===== config.mk =====
export PLATFORM = sky130hd
export DESIGN_NAME = otp_cypher_core
export DESIGN_NICKNAME = d
export VERILOG_FILES = /design/src/rtl/otp_cypher_core.sv
export SDC_FILE = /design/constraint.sdc
export NUM_CORES = 1
export LEC_CHECK = 0
export ABC_AREA = 1
export CAP_MARGIN = 30
export CORE_AREA = 10 10 205 207
export CTS_CLUSTER_DIAMETER = 50
export DETAILED_ROUTE_END_ITERATION = 8
export DIE_AREA = 0 0 215 217
export GPL_TIMING_DRIVEN = 0
export HOLD_SLACK_MARGIN = 0.02
export PLACE_DENSITY = 0.76
export RECOVER_POWER = 25
export SYNTH_ARGS = -nofsm -noshare
export SYNTH_HDL_FRONTEND = slang
export SYNTH_SLANG_ARGS = --single-unit

===== constraint.sdc =====
create_clock -name clk -period 13.2 [get_ports clk]
set_clock_uncertainty 0.2 [all_clocks]
set_input_delay 1.98 -clock clk [delete_from_list [all_inputs] [get_ports clk]]
set_output_delay 1.98 -clock clk [all_outputs]
set_load 0.05 [all_outputs]

===== src/rtl/otp_cypher_core.sv =====
// One-time-pad style stream cipher: seeded 8-bit Fibonacci LFSR keystream
// (one byte per enabled cycle) feeding a registered per-byte XOR encryptor.

module otp_xor_lane (
  input  logic       clk,
  input  logic       reset,
  input  logic [7:0] pt,
  input  logic [7:0] key,
  output logic [7:0] ct,
  output logic [7:0] key_q
);
  always_ff @(posedge clk or posedge reset) begin
    if (reset) begin
      ct    <= '0;
      key_q <= '0;
    end else begin
      ct    <= pt ^ key;
      key_q <= key;
    end
  end
endmodule

module otp_cypher_core #(
  parameter int MSG_SIZE = 136
) (
  input  logic                clk,
  input  logic                reset,
  input  logic                en,
  input  logic [7:0]          seed,
  input  logic [MSG_SIZE-1:0] plaintext,
  output logic [MSG_SIZE-1:0] otp,
  output logic [MSG_SIZE-1:0] ciphertext,
  output logic [MSG_SIZE-1:0] key_used,
  output logic                valid
);
  localparam int NUM_LANES = MSG_SIZE / 8;

  typedef enum logic {LOAD, RUN} state_t;

  state_t              state, state_nxt;
  logic [7:0]          lfsr, lfsr_nxt, lfsr_adv, seed_eff, ks_byte;
  logic [MSG_SIZE-1:0] otp_nxt, otp_shifted;

  // Zero would lock the LFSR, so it is swapped for the first nonzero state.
  assign seed_eff = (seed == 8'h00) ? 8'h01 : seed;

  // Eight LFSR steps per cycle; after 8 shifts the register holds exactly
  // the feedback bits, so the keystream byte and next state coincide.
  always_comb begin
    logic [7:0] l;
    logic       fb;
    l       = lfsr;
    fb      = 1'b0;
    ks_byte = '0;
    for (int i = 0; i < 8; i++) begin
      fb             = l[7] ^ l[5] ^ l[4] ^ l[3];
      ks_byte[7-i]   = fb;
      l              = {l[6:0], fb};
    end
    lfsr_adv = l;
  end

  generate
    if (MSG_SIZE == 8) begin : g_shift_narrow
      assign otp_shifted = ks_byte;
    end else begin : g_shift_wide
      assign otp_shifted = {otp[MSG_SIZE-9:0], ks_byte};
    end
  endgenerate

  always_ff @(posedge clk or posedge reset) begin
    if (reset) begin
      state <= LOAD;
      lfsr  <= 8'h01;
      otp   <= '0;
      valid <= 1'b0;
    end else begin
      state <= state_nxt;
      lfsr  <= lfsr_nxt;
      otp   <= otp_nxt;
      valid <= (state == RUN);
    end
  end

  always_comb begin
    state_nxt = state;
    lfsr_nxt  = lfsr;
    otp_nxt   = otp;
    case (state)
      LOAD: begin
        state_nxt = RUN;
        lfsr_nxt  = seed_eff;
        otp_nxt   = {NUM_LANES{seed_eff}};
      end
      RUN: begin
        if (en) begin
          lfsr_nxt = lfsr_adv;
          otp_nxt  = otp_shifted;
        end
      end
      default: state_nxt = LOAD;
    endcase
  end

  // Encryptor runs every edge regardless of en.
  generate
    for (genvar g = 0; g < NUM_LANES; g++) begin : g_lane
      otp_xor_lane u_lane (
        .clk   (clk),
        .reset (reset),
        .pt    (plaintext[g*8 +: 8]),
        .key   (otp[g*8 +: 8]),
        .ct    (ciphertext[g*8 +: 8]),
        .key_q (key_used[g*8 +: 8])
      );
    end
  endgenerate
endmodule


==> summary.md, run 1 <==
| Metric | Value |
|---|---|
| Drt wl/cell | 23.1 µm |
| Fin. max-slew vios | 42 |
| Syn. warnings | 0 |
| Via count | 9970 |
| HPWL Detailed | 37.6 mm |
| Crit Path Class | primary input to async pin |
| Syn Area/Cell | 14.6 µm² |
| Bufs on Longest Clock Path | 3 |
| Worst slew pin tran | 1.93 ns |
| Die Y | 217 µm |
| Lkg Pwr | 9.77 nW |
| Post-route worst setup slack | 8.62 ns |
| DR DRC count | 0 |
| Number of enable flip-flop cells after synthesis | 0 |
| Final ANT Viol Nets | 0 |
| CP max FO | 44 |
| Worst VDD drop | 0.124 mV |
| Post-Syn Nets | 1090 |
| Core area | 38100 µm² |
| CP endpoint kind | async pin |
| Setup TNS | 0 ns |
| Die width | 215 µm |
| Seq cells post-synth | 411 |
| Initial antenna violation count | 6 |
| Unrepaired setup endpoints after global routing | false |
| PwrDens | 193 nW/µm² |
| Hold_ws | 0.203 ns |
| Max_slew headroom | -29.1% |
| Fillers | 3033 |
| Drt total wl | 48.6 mm |
| DIE AREA | 46700 µm² |
| Routability cong. | 0.841 |
| Drt pass-1 iters | 5 |
| Row cnt | 72 |
| CP arrival | 5.12 ns |
| Layout net count | 1703 |
| Max Cap Viol | 1 |
| Crit path from | reset |
| Final Cycle Share | 34.7% |
| Crit Reg-Reg Startpoint | state$_DFF_PP0_ |
| Clk root buf | clkbuf_16 |
| Port bufs | 555 |
| TritonCTS clock tree | done |
| Sequential cell area | 10300 µm² |
| Fmax | 218 MHz |
| TritonCTS Sinks | 411 |
| Clock-pin slew of the registers on the worst-case setup and hold paths | 0.05 ns |
| Area of the multi-input gates | 2770 µm² |
| Largest net degree at the start of global routing | 45 |
| R2r endpoint | otp[55]$_DFFE_PP0P_ |
| Post-CTS Hold Buffers | 0 |
| Fin crit period | 4.58 ns |
| H-Tree Depth | 2 |
| Iteration-0 DRC Markers | 679 |
| Status | complete, but fails checks |
| Setup Fix Bufs, Post-CTS | 0 |
| R2r setup slk | 10.88 ns |
| Min-Delay Path Class | flop to flop |
| Num CTS Buffers | 46 |
| Crit path launch type | primary input |
| Worst-skew pair later-pin latency | 0.57 ns |
| Pre-CTS WS | 8.54 ns |
| Crit path capture | otp[8]$_DFFE_PP0P_ |
| Layout cell share with drive strength beyond 1 | 8.07% |
| Reg2Reg Depth | 4 |
| # IOs | 556 |
| Synth Cell Area | 13800 µm² |
| Layout area overhead | 57.7% |
| Initial Util | 36.2% |
| Synthesized instance count | 943 |
| CTS resizes | 0 |
| Failing checks | max-capacitance violations, max-slew violations |
| Setup violators final | 0 |
| Vias in the first global route | 10.8k |
| Sequential share of the synthesized area | 74.7% |
| Gr ovfl total | 0 |
| Async set-reset flop share out of synthesis | 100% |
| Worst EP required | 13.74 ns |
| Overall routing resource usage | 20.4% |
| Synth cell types | 26 |
| Via density | 4.73 |
| First-pass GRT wire length | 72.1 mm |
| Top_reg_cell synth | dfrtp_1 |
| Final hold vios | 0 |
==> critical path: stages <==
cell and delay, ns:
dlygate4sd3_1 0.54, clkinvlp_2 1.11, buf_12 0.32, buf_12 0.27, buf_12 0.26, buf_12 0.25, buf_12 0.27
==> cell usage after synthesis, types with 2 or more instances <==
| cell type | count | area, µm² |
|---|---|---|
| a22oi_1 | 2 | 15.0 |
| buf_1 | 2 | 7.51 |
| buf_2 | 20 | 100 |
| buf_4 | 7 | 52.6 |
| clkbuf_1 | 15 | 56.3 |
| dfrtp_1 | 410 | 10300 |
| inv_1 | 124 | 465 |
| inv_2 | 8 | 30.0 |
| nand2_1 | 50 | 188 |
| nand2_2 | 5 | 31.3 |
| nand3_1 | 8 | 40.0 |
| nor2_1 | 6 | 22.5 |
| o211ai_1 | 12 | 90.1 |
| o221ai_1 | 119 | 1040 |
| xor2_1 | 144 | 1260 |
==> registers in the layout, indices dropped and copies added (netlist names) <==
signal	cells
g_lane.u_lane.ct	136
g_lane.u_lane.key_q	136
otp	136
lfsr	1
state	1
valid	1
==> metal layers <==
layer / global-route usage [%] / part of all wire (%) / vias to the layer above
met5: 0 / 0.027 / -
met4: 4.65 / 1.7 / 2
met3: 7.31 / 9.0 / 61
met2: 35.7 / 51 / 489
met1: 23.4 / 38 / 5057
li1: - / - / 4361
==> where the power goes <==
| group | switching [mW] | internal [mW] | total [mW] |
|---|---|---|---|
| clock | 0.504 | 0.781 | 1.29 |
| sequential | 0.121 | 1.44 | 1.56 |
| combinational | 0.927 | 0.426 | 1.35 |
| total | 1.55 | 2.64 | 4.19 |
==> worst min-delay path by stage <==
stage                       start                                  end  depth (start not counted)
2_1_floorplan  otp[3]$_DFFE_PP0P_  g_lane[0].u_lane.key_q[3]$_DFF_PP0_                          0
3_3_place_gp   otp[3]$_DFFE_PP0P_  g_lane[0].u_lane.key_q[3]$_DFF_PP0_                          0
3_5_place_dp   otp[3]$_DFFE_PP0P_  g_lane[0].u_lane.key_q[3]$_DFF_PP0_                          0
4_1_cts        otp[3]$_DFFE_PP0P_  g_lane[0].u_lane.key_q[3]$_DFF_PP0_                          0
5_1_grt        otp[3]$_DFFE_PP0P_  g_lane[0].u_lane.key_q[3]$_DFF_PP0_                          0
6_report       otp[3]$_DFFE_PP0P_  g_lane[0].u_lane.key_q[3]$_DFF_PP0_                          0
==> area by class of cell <==
| cell class | instances | share of cell area [%] |
|---|---|---|
| Timing Repair Buffer | 565 | 26.5 |
| Multi-Input combinational cell | 355 | 12.7 |
| Clock inverter | 11 | 0.593 |
| Tap cell | 518 | 2.98 |
| Sequential cell | 411 | 47.3 |
| Inverter | 132 | 2.29 |
| Clock buffer | 68 | 6.52 |
| Antenna cell | 2 | 0.0230 |
| Buffer | 45 | 1.05 |
==> layout by cell type, fill, tap and decap left out, drive strengths merged <==
cell / netlist / final
a21boi: 1 / 1
a22oi: 2 / 2
a31o: 1 / 1
a31oi: 1 / 1
buf: 30 / 40
bufinv: 0 / 2
clkbuf: 15 / 83
clkdlybuf4s50: 0 / 418
clkinv: 0 / 3
clkinvlp: 0 / 4
conb: 1 / 1
dfrtp: 410 / 410
dfstp: 1 / 1
diode: 0 / 2
dlygate4sd3: 0 / 137
inv: 132 / 134
nand2: 55 / 55
nand3: 8 / 8
nor2: 7 / 7
nor3: 1 / 1
o211ai: 13 / 13
o221ai: 119 / 119
or2: 1 / 1
xnor2: 1 / 1
xor2: 144 / 144
==> logic make-up (layout without fill, tap and decap cells) <==
logic type                count (synthesis)  after routing  synth area share, %
other                                     1              3               0.0272
AOI/OAI and AO/OA                       137            137                 8.58
buffers and inverters                   177            821                 5.25
DFF                                     411            411                 74.7
and+or+nand+nor                          72             72                 2.27
xor gates and xnor gates                145            145                 9.22
==> through the flow <==
| stage | instances | instance area [µm²] | utilization [%] | total power, mW |
|---|---|---|---|---|
| 2_1_floorplan | 943 | 13800 | - | 2.40 |
| 3_3_place_gp | 2016 | 20000 | 52.4 | 2.93 |
| 3_5_place_dp | 2026 | 20200 | 53.0 | 2.95 |
| 4_1_cts | 2105 | 21700 | 57.0 | 4.25 |
| 5_1_grt | 2106 | 21700 | 57.0 | 4.36 |
| 6_report | 2107 | 21700 | 57.0 | 4.19 |
Power figures use the tool's default switching activity.
==> run 2, diff against run 1 <==
- CORE_AREA: 10 10 205 207 -> 10 10 207 209
- DIE_AREA: 0 0 215 217 -> 0 0 217 219
- PLACE_DENSITY: 0.76 -> 0.72
- clock period: 13.2 -> 4.7 ns (I/O delays scaled with it)
==> summary.md, run 2 (same netlist as run 1, synthesis figures left out) <==
| Metric | Value |
|---|---|
| Post-layout instance area | 21900 µm² |
| Post-CTS Hold Buffers | 0 |
| Clk root buf | clkbuf_16 |
| H-Tree Depth | 2 |
| Max_slew headroom | 45.5% |
| Via density | 4.69 |
| Bufs on Longest Clock Path | 3 |
| Crit path launch type | flop |
| Area of the multi-input gates | 2770 µm² |
| Worst slew pin tran | 0.817 ns |
| Worst-skew pair later-pin latency | 0.57 ns |
| Pwr Total | 12.0 mW |
| First-pass GRT wire length | 74.0 mm |
| Sequential cell area | 10300 µm² |
| Hold EP | g_lane[0].u_lane.key_q[3]$_DFF_PP0_ |
| Min-delay src | otp[3]$_DFFE_PP0P_ |
| Overall routing resource usage | 20.9% |
| CP arrival | 2.06 ns |
| Num CTS Buffers | 47 |
| Routability cong. | 0.823 |
| Area after detailed placement | 20200 µm² |
| Clock-pin slew of the registers on the worst-case setup and hold paths | 0.06 ns |
| # IOs | 556 |
| PwrDens | 549 nW/µm² |
| Die width | 217 µm |
| TritonCTS clock tree | done |
| Worst EP required | 3.80 ns |
| Row cnt | 72 |
| Fin. max-slew vios | 0 |
| Port bufs | 555 |
| Setup violators final | 0 |
| Fmax | 338 MHz |
| Lkg Pwr | 9.82 nW |
| Fin crit period | 2.96 ns |
| TritonCTS Sinks | 411 |
| Die Y | 219 µm |
| Most frequent cells in the layout | 428 x clkdlybuf4s50_1, 410 x dfrtp_1, 144 x xor2_1 |
| Commonest non-fill, non-tap cell in the layout | clkdlybuf4s50_1 |
| Iteration-0 DRC Markers | 518 |
| Drt total wl | 50.6 mm |
| CP endpoint kind | output port |
| Core area | 38600 µm² |
| Final Cycle Share | 63.0% |
| Max Cap Viol | 0 |
| CP max FO | 6 |
| Hold Crit Depth | 0 |
| Worst VDD drop | 0.414 mV |
| Layout cell share with drive strength beyond 1 | 8.29% |
| Layout area overhead | 58.7% |
| HPWL Detailed | 39.7 mm |
| Crit Path Class | flop to output port |
| Setup Fix Bufs, Post-CTS | 0 |
| Via count | 9936 |
| Top flop regs | g_lane.u_lane.ct (136), g_lane.u_lane.key_q (136), otp (136) |
| Initial Util | 35.7% |
| Largest net degree at the start of global routing | 44 |
| Crit Reg-Reg Startpoint | state$_DFF_PP0_ |
| Status | complete, no violations |
| DIE AREA | 47500 µm² |
| R2r setup slk | 2.45 ns |
| Unrepaired setup endpoints after global routing | false |
| CTS resizes | 0 |
| Initial antenna violation count | 10 |
| Final hold vios | 0 |
| DR DRC count | 0 |
| Finished Core Util | 56.7% |
| Final ANT Viol Nets | 0 |
| Drt pass-1 iters | 4 |
| Gr ovfl total | 0 |
| Reg2Reg Depth | 4 |
| Fillers | 3136 |
| Drt wl/cell | 23.9 µm |
| Layout net count | 1705 |
| Min-Delay Path Class | flop to flop |
| R2r endpoint | otp[79]$_DFFE_PP0P_ |
| Vias in the first global route | 10.9k |
-- run 2: cell count changes in the layout (fill, tap and decap cells not counted) --
cell	before	now
clkdlybuf4s50_1	418	428
dlygate4sd3_1	137	127
diode_2	2	7
clkbuf_8	12	15
bufinv_16	2	4
clkbuf_1	22	24
clkinv_4	0	2
buf_12	10	11
buf_2	20	19
buf_6	1	0
clkinvlp_4	3	2
inv_6	1	0
-- run 2: worst max path at each step --
stage,endpoint,slack [ns],from,depth (start not counted)
final,otp[6],1.74,otp[6]$_DFFE_PP0P_,2
after global routing,otp[1],1.68,otp[1]$_DFFE_PP0P_,2
after CTS,otp[6],1.69,otp[6]$_DFFE_PP0P_,2
after detailed placement,g_lane[14].u_lane.key_q[0]$_DFF_PP0_,1.72,reset,8
after global placement,g_lane[13].u_lane.ct[0]$_DFF_PP0_,-4.26,reset,2
after floorplan,g_lane[0].u_lane.ct[0]$_DFF_PP0_,-1.74,reset,1
-- run 2: worst max-delay path, stage by stage (launching register included) --
cell             delay (ns)
dfrtp_1                0.50
buf_4                  0.17
clkdlybuf4s50_1        0.81
-- run 2: metal layers --
layer	vias to the layer above	global-route usage, %	wire, µm
li1	4368	-	-
met1	5065	24.2	19600
met2	437	34.8	25300
met3	66	7.22	4450
met4	0	8.41	1300
met5	-	0	0
-- run 2: final cells by class --
class,instances,area share [%]
timing repair buffer,566,26.4
inverter,132,2.27
sequential,411,47.1
clock inverter,13,0.870
multi-input combinational,355,12.7
buffer,45,1.00
antenna,7,0.0801
tap,518,2.96
clock buffer,71,6.67
-- run 2: through the flow --
step	hold WS [ns]	instances	setup TNS (ns)	setup WS, ns
floorplan	0.170	943	-715.18	-1.74
global route	0.222	2114	0	1.68
global placement	0.181	2016	-1732.49	-4.26
detailed placement	0.181	2027	0	1.72
finish	0.193	2118	0	1.74
CTS	0.193	2111	0	1.69
-- run 2: report_power, final --
group | switching, mW | leakage [nW] | internal (mW)
registers | 0.341 | 4.93 | 4.03
clock network | 1.44 | 0.809 | 2.36
logic | 2.63 | 4.08 | 1.19
total | 4.42 | 9.82 | 7.58
